<file path="src/rtl/alu_pkg.sv">
// Shared constants for the ALU issue path: operand/address widths and ALU op codes.
package alu_pkg;

  localparam int DW = 32;
  localparam int AW = 5;

  localparam logic [1:0] ALUC_AND = 2'b00;
  localparam logic [1:0] ALUC_OR  = 2'b01;
  localparam logic [1:0] ALUC_ADD = 2'b10;
  localparam logic [1:0] ALUC_SUB = 2'b11;

endpackage

</file>
<file path="src/rtl/regfile32.sv">
// Register file with two combinational read ports and one write port.
// r0 reads as zero, and a same-cycle write is bypassed to the read ports.
module regfile32 #(
  parameter int NREG = 32,
  parameter int AW   = alu_pkg::AW,
  parameter int DW   = alu_pkg::DW
) (
  input  logic          clk,
  input  logic          clrn,
  input  logic          we,
  input  logic [AW-1:0] wa,
  input  logic [DW-1:0] wd,
  input  logic [AW-1:0] ra1,
  input  logic [AW-1:0] ra2,
  output logic [DW-1:0] rd1,
  output logic [DW-1:0] rd2
);

  logic [DW-1:0] regs [NREG];

  always_ff @(posedge clk or negedge clrn) begin
    if (!clrn) begin
      for (int i = 0; i < NREG; i++) begin
        regs[i] <= '0;
      end
    end else if (we && (wa != '0)) begin
      regs[wa] <= wd;
    end
  end

  always_comb begin
    rd1 = regs[ra1];
    if (ra1 == '0) begin
      rd1 = '0;
    end else if (we && (wa == ra1)) begin
      rd1 = wd;
    end
  end

  always_comb begin
    rd2 = regs[ra2];
    if (ra2 == '0) begin
      rd2 = '0;
    end else if (we && (wa == ra2)) begin
      rd2 = wd;
    end
  end

endmodule

</file>
<file path="src/rtl/alu_operand_stage.sv">
// Issue stage feeding the ALU: reads operands, tracks in-flight destinations
// in a pending scoreboard and presents a registered bundle over valid/ready.
module alu_operand_stage #(
  parameter int NREG = 32,
  parameter int AW   = alu_pkg::AW,
  parameter int DW   = alu_pkg::DW
) (
  input  logic          clk,
  input  logic          clrn,
  input  logic          in_valid,
  output logic          in_ready,
  input  logic [1:0]    in_aluc,
  input  logic [AW-1:0] in_rs,
  input  logic [AW-1:0] in_rt,
  input  logic [AW-1:0] in_rd,
  output logic          out_valid,
  input  logic          out_ready,
  output logic [DW-1:0] a,
  output logic [DW-1:0] b,
  output logic [1:0]    aluc,
  output logic [AW-1:0] rd,
  input  logic          wb_we,
  input  logic [AW-1:0] wb_rd,
  input  logic [DW-1:0] wb_data
);

  logic [NREG-1:0] pend;
  logic [NREG-1:0] clr_vec;
  logic [NREG-1:0] set_vec;
  logic [NREG-1:0] pend_live;
  logic [DW-1:0]   rdata_a;
  logic [DW-1:0]   rdata_b;
  logic            hazard;
  logic            accept;

  regfile32 #(.NREG(NREG), .AW(AW), .DW(DW)) u_regfile (
    .clk  (clk),
    .clrn (clrn),
    .we   (wb_we),
    .wa   (wb_rd),
    .wd   (wb_data),
    .ra1  (in_rs),
    .ra2  (in_rt),
    .rd1  (rdata_a),
    .rd2  (rdata_b)
  );

  always_comb begin
    clr_vec = '0;
    if (wb_we) begin
      clr_vec[wb_rd] = 1'b1;
    end
  end

  // A register whose write-back lands this cycle is no longer a hazard.
  assign pend_live = pend & ~clr_vec;
  assign hazard    = ((in_rs != '0) && pend_live[in_rs]) ||
                     ((in_rt != '0) && pend_live[in_rt]) ||
                     ((in_rd != '0) && pend_live[in_rd]);
  assign in_ready  = (!out_valid || out_ready) && !hazard;
  assign accept    = in_valid && in_ready;

  always_comb begin
    set_vec = '0;
    if (accept && (in_rd != '0)) begin
      set_vec[in_rd] = 1'b1;
    end
  end

  // Set is OR-ed after the clear so a coincident re-issue keeps the bit.
  always_ff @(posedge clk or negedge clrn) begin
    if (!clrn) begin
      pend <= '0;
    end else begin
      pend <= pend_live | set_vec;
    end
  end

  always_ff @(posedge clk or negedge clrn) begin
    if (!clrn) begin
      out_valid <= 1'b0;
      a         <= '0;
      b         <= '0;
      aluc      <= '0;
      rd        <= '0;
    end else if (accept) begin
      out_valid <= 1'b1;
      a         <= rdata_a;
      b         <= rdata_b;
      aluc      <= in_aluc;
      rd        <= in_rd;
    end else if (out_ready) begin
      out_valid <= 1'b0;
    end
  end

endmodule

</file>
<file path="config.mk">
export PLATFORM = sky130hd
export DESIGN_NAME = alu_operand_stage
export DESIGN_NICKNAME = d
export VERILOG_FILES = /design/src/rtl/alu_pkg.sv /design/src/rtl/regfile32.sv /design/src/rtl/alu_operand_stage.sv
export SDC_FILE = /design/constraint.sdc
export NUM_CORES = 2
export LEC_CHECK = 0
export BUFFER_PORTS_ARGS = -buffer_cell sky130_fd_sc_hd__buf_2
export CORE_MARGIN = 3
export CORE_UTILIZATION = 55
export DETAILED_ROUTE_END_ITERATION = 7
export PLACE_DENSITY = 0.72
export SLEW_MARGIN = 20
export SYNTH_ARGS = -nofsm -noshare
export SYNTH_HDL_FRONTEND = slang
export SYNTH_SLANG_ARGS = --single-unit
</file>
<file path="constraint.sdc">
create_clock -name clk -period 2.5 [get_ports clk]
set_input_delay 0.125 -clock clk [delete_from_list [all_inputs] [get_ports clk]]
set_output_delay 0.125 -clock clk [all_outputs]
set_load 0.005 [all_outputs]
</file>
# Yosys cells after proc, flatten, opt, wreduce, memory -nomap -nowiden
# Index checks and enable logic that the tools add are counted.
# word_totals
regBits	1128
in_bits	59
out_inout_bits	73
elab_cells	107
# op_classes
order_cmp	10
n_eq_ne	2
mux	27
n_bitwise	6
n_reduce_logical	24
# op_table
operator	n
$bwmux 1024	1
$mux 32	11
$bmux 32 s5	2
$demux 32 s5	1
$and 32x32->32	1
$not 32->32	1
$or 32x32->32	1
$lt 5x6->1 const B	4
$reduce_bool 5->1	4
$ge 6x6->1 const B	3
$not 5->6	3
$bmux 1 s5	3
$logic_and 1x1->1	12
$demux 1 s5	2
$eq 5x5->1	2
$ge 5x1->1 const B	2
$logic_not 5->1	2
$mux 1	7
$lt 6x1->1 const B	1
$logic_or 1x1->1	3
$logic_not 1->1	2
$reduce_bool 2->1	1

# Logic depth before layout (Yosys ltp)
# depth
depth_word	18
ltp_mapped	12

# Hierarchy
# Synthesis repeated with hierarchy kept, for this count alone.
# hier_totals
hier_cells	4175
area_unflattened_um2	60528.1
# by_module_without_submodules
mod	n_inst	cells_each	area_per_inst_um2
regfile32	1	3672	54785.0
alu_operand_stage	1	503	5743.0

# Worst setup path after synthesis
# No wires, ideal clock.
# synth_path
path_kind	input port to flip-flop
start	input port in_rt[0]
end	register b[29]
arrival_time_ps	2646
required_time_ps	2372
path_slack_ps	-274
stages	9
n_path_buf	4
path_cell_list	buf_2 -> buf_2 -> buf_2 -> buf_1 -> mux4_2 -> mux4_2 -> mux2i_1 -> a211oi_1 -> mux2_1
# synth_via
elab_chain_len	8
word_cells_on_any_way	18
# synth_lines
element	line	source
start: declaration	alu_operand_stage.sv:14	input logic [AW-1:0] in_rt,
$bmux 1 s5	alu_operand_stage.sv:58	((in_rt != '0) && pend_live[in_rt]) ||
$mux 1 (not written as such)	alu_operand_stage.sv:58	
$logic_and 1x1->1	alu_operand_stage.sv:58	
$logic_or 1x1->1	alu_operand_stage.sv:57	assign hazard = ((in_rs != '0) && pend_live[in_rs]) ||
$logic_or 1x1->1	alu_operand_stage.sv:58	
$logic_not 1->1	alu_operand_stage.sv:60	assign in_ready = (!out_valid || out_ready) && !hazard;
$logic_and 1x1->1	alu_operand_stage.sv:60	
$logic_and 1x1->1	alu_operand_stage.sv:61	assign accept = in_valid && in_ready;
end signal: assignment	alu_operand_stage.sv:89	b <= rdata_b;
end: declaration	alu_operand_stage.sv:19	output logic [DW-1:0] b,
# Several ways; a longest one is shown, not always the timed one. The select of a mux whose other input is x is not followed.
# A chain may end at the register's enable or synchronous reset.

# Worst setup path in the final report
# layout_path
start	register pend[14]
end	register b[1]
# layout_via
elab_chain_len	9
word_cells_on_any_way	15
# layout_lines
element	line	source
start: declaration	alu_operand_stage.sv:27	logic [NREG-1:0] pend;
start signal: assignment	alu_operand_stage.sv:75	pend <= pend_live | set_vec;
$and 32x32->32 (*)	alu_operand_stage.sv:56	assign pend_live = pend & ~clr_vec;
$bmux 1 s5 (on tied branches)	alu_operand_stage.sv:57, alu_operand_stage.sv:58	
$mux 1 (on tied branches)	alu_operand_stage.sv:57, alu_operand_stage.sv:58	
$logic_and 1x1->1 (on tied branches)	alu_operand_stage.sv:57, alu_operand_stage.sv:58	
$logic_or 1x1->1	alu_operand_stage.sv:57	
$logic_or 1x1->1 (*)	alu_operand_stage.sv:58	
$logic_not 1->1 (*)	alu_operand_stage.sv:60	
$logic_and 1x1->1 (*)	alu_operand_stage.sv:60	
$logic_and 1x1->1 (*)	alu_operand_stage.sv:61	
# Mark *: on every way between the ends. The rest lies on a longest branch, timed or not. The select of a mux whose other input is x is not followed.

==> flow_metrics.env <==
export IMPL_gp_congestion=0.921
export IMPL_synth_edff_count=0
export IMPL_seq_area_um2=28200
export IMPL_rrSetupSlack_ns=-0.21
export IMPL_critPathLaunch="pend[14]"
export IMPL_multi_input_area_um2=30400
export IMPL_syn_area_um2=59500
export IMPL_finalWorstSetupSlack_ns=-0.211
export IMPL_status="finished with violations"
export IMPL_drt_iter0_markers=3820
export IMPL_synth_most_common_cell="dfrtp_1"
export IMPL_vias_per_cell=6.91
export IMPL_cts_sinks=1128
export IMPL_internal_power_mw=41.3
export IMPL_clk_path_buf_depth=3
export IMPL_synth_seq_cells=1128
export IMPL_async_flop_share=1.00
export IMPL_gr_usage_met3=0.0543
export IMPL_setup_violations=103
export IMPL_crit_fanout=5
export IMPL_yosysWarnings=0
export IMPL_yosysSeqAreaShare=0.475
export IMPL_fillers=7437
export IMPL_worst_slew_pin_slew_ns=1.02
export IMPL_worstSetupPathType="reg2reg"
export IMPL_avgSynthCellArea_um2=15.9
export IMPL_synth_main_ff_cell="dfrtp_1"
export IMPL_arrival_ns=3.31
export IMPL_grt_start_max_net_pins=98
export IMPL_io_pins=132
export IMPL_r2r_end="b[1]"
export IMPL_synth_cells=3735
export IMPL_hold_start="wb_data[3]"
export IMPL_fmax_mhz=369
export IMPL_drv_slew=0
export IMPL_power_frac_seq=0.436
export IMPL_cp_end_kind="flip-flop"
export IMPL_antenna_found_initial=3
export IMPL_wl_per_cell_um=32.5
export IMPL_stdcell_area_um2=70200
export IMPL_rsz0062_at_grt="true"
export IMPL_rows=120
export IMPL_grt_met2_usage=0.518
export IMPL_grt_pass1_vias=39000
export IMPL_core_um2=107000
export IMPL_synth_top_cells_by_count="1128 x dfrtp_1, 1023 x mux2_2, 646 x mux4_2"
export IMPL_hold_path_class="in2reg"
export IMPL_clkPwrFrac=0.335
export IMPL_p_per_area_nw_per_um2=804
export IMPL_min_path_cells=2
export IMPL_hpwl_mm=102
export IMPL_clk_pin_slew_ns=0.06
export IMPL_gr_total_overflow=0
export IMPL_post_route_period_util=1.08
export IMPL_final_core_util=0.654
export IMPL_initial_core_util=0.555
export IMPL_drc=0
export IMPL_combPwrFrac=0.229
export IMPL_drive_above_1_share=0.618
export IMPL_die_height_um=335
export IMPL_finClkSkew_ns=0.0298
export IMPL_hold_viol=0
export IMPL_peakVddDrop_mv=0.575
export IMPL_leakage_nw=30.6
export IMPL_routed_wl_mm=178
export IMPL_final_nets=4027
export IMPL_required_ns=3.10
export IMPL_ys_types=56
export IMPL_cts_tree="done"
export IMPL_yosys_top_cells_area="dfrtp_1 47%, mux4_2 24%, mux2_2 19%"
export IMPL_area_growth_pct=17.9
export IMPL_r2r_cells=10
export IMPL_h_tree_depth=3
export IMPL_grt_pass1_wl_mm=265
export IMPL_synth_nets=3794
export IMPL_yosysTopAreaCellShare=0.475
export IMPL_vias=37800
export IMPL_die_area_um2=112000
export IMPL_clock_latency_ns=0.73
export IMPL_die_w_um=335
export IMPL_ant_nets=0
export IMPL_violations="negative setup slack"
export IMPL_yosysTopAreaCell="dfrtp_1"
export IMPL_switching_share=0.268
export IMPL_drt_pass1_iter_count=6
export IMPL_cap_violations=0
export IMPL_p_sw_mw=15.1
export IMPL_critPathCapture="b[1]"
export IMPL_cts_root_buf="clkbuf_16"
export IMPL_reg2reg_from="pend[14]"
export IMPL_grt_busiest_layer="met2"
export IMPL_numPortBuffers=131
export IMPL_track_usage=0.321
export IMPL_slew_headroom=0.323
export IMPL_cts_buffers=119
export IMPL_met1_usage=0.449
export IMPL_start_kind="flip-flop"
export IMPL_post_route_min_period_ns=2.71
export IMPL_place_area_um2=64700
[worst max-delay path, stage by stage (launching register included)]
cell and delay, ns:
dfrtp_1 0.40, o21ai_2 0.08, mux4_2 0.47, or3_1 0.31
nand4_1 0.19, a21boi_1 0.10, nand4_1 0.19, buf_6 0.19
buf_8 0.16, buf_16 0.17, mux2_4 0.31
[routing by layer]
metal	vias up	wire (um)
met2	1685	86900
li1	15100	-
met3	369	13400
met5	-	0
met4	0	6580
met1	20700	71000
[placed cells by master (no fill, tap or decap), types with 7 or more instances in the layout]
master and instances:
dfrtp_1 1128, mux2_2 993, mux4_2 646, buf_4 249, clkbuf_16 123, buf_12 122
buf_2 121, nor2_1 88, mux2i_1 73, mux2_4 72, a211oi_1 67, clkbuf_8 27
o21ai_1 26, clkbuf_1 23, clkinv_2 21, dlygate4sd3_1 21, nand2_1 20, nor2_4 20
bufinv_16 14, o31ai_4 13, nand2_4 12, o21ai_2 11, o21ai_0 10, o31ai_2 10
buf_8 10, inv_1 8, xor2_1 8, nand3_1 8, clkinvlp_4 8, buf_6 7
[kinds of logic (layout without fill, tap and decap cells)]
group	Yosys count	in the layout	synth area share
other	0	3	0
multiplexers	1785	1785	0.459
AO/OA/AOI/OAI	174	174	0.0203
XOR/XNOR	10	10	0.00147
buffers and inverters	436	769	0.0288
flip-flops	1128	1128	0.475
AND/OR/NAND/NOR	202	202	0.0163
[through the flow]
| stage | TNS (ns) | total power, mW | hold WS [ns] | setup slack, ns | cells |
|---|---|---|---|---|---|
| after global routing | -16.64 | 58.7 | 0.0408 | -0.299 | 5471 |
| after floorplan | -1.50 | 32.5 | -0.171 | -0.0749 | 3735 |
| final | -13.94 | 56.4 | 0.0507 | -0.211 | 5474 |
| after global placement | -34.50 | 36.3 | 0.108 | -0.396 | 5206 |
| after CTS | -7.21 | 56.4 | 0.000251 | -0.223 | 5474 |
| after detailed placement | -34.27 | 36.8 | 0.105 | -0.451 | 5206 |
[sequential cells by signal, summed over array words and instances (netlist names)]
name	cells
u_regfile.regs	1024
pend	32
out_valid	1
b	32
rd	5
aluc	2
a	32
[timing repair]
action	4_1_cts	5_1_grt
cloned	10	2
setup endpoints to repair	84	103
resized for setup	127	63
pin swaps	8	12
hold endpoints to repair	760	1
setup buffers	15	3
hold buffers	22	1
[how the worst min path moves through the flow]
stage,end,slack (ns)
floorplan,a[0],-0.17
global placement,u_regfile.regs[991],0.11
detailed placement,u_regfile.regs[991],0.11
CTS,u_regfile.regs[461],0.0003
global route,pend[27],0.04
finish,u_regfile.regs[867],0.05
[power by group through the flow]
| stage | sequential, mW | combinational, mW | clock, mW |
|---|---|---|---|
| global placement | 24.5 | 11.8 | 0 |
| global route | 25.1 | 13.8 | 19.9 |
| floorplan | 23.9 | 8.60 | 0 |
| finish | 24.6 | 12.9 | 18.9 |
| detailed placement | 24.8 | 12.1 | 0 |
| CTS | 24.5 | 12.9 | 19.1 |
[cell type report]
| class | count | area share |
|---|---|---|
| inverters | 11 | 0.000606 |
| clock buffers | 171 | 0.0497 |
| repair buffers | 537 | 0.0788 |
| flip-flops and latches | 1128 | 0.402 |
| clock inverters | 50 | 0.00995 |
| diodes | 3 | 0.000107 |
| well taps | 1403 | 0.0250 |
| multi-input cells | 2171 | 0.434 |
Note: power is estimated with default switching activity, not from simulation.
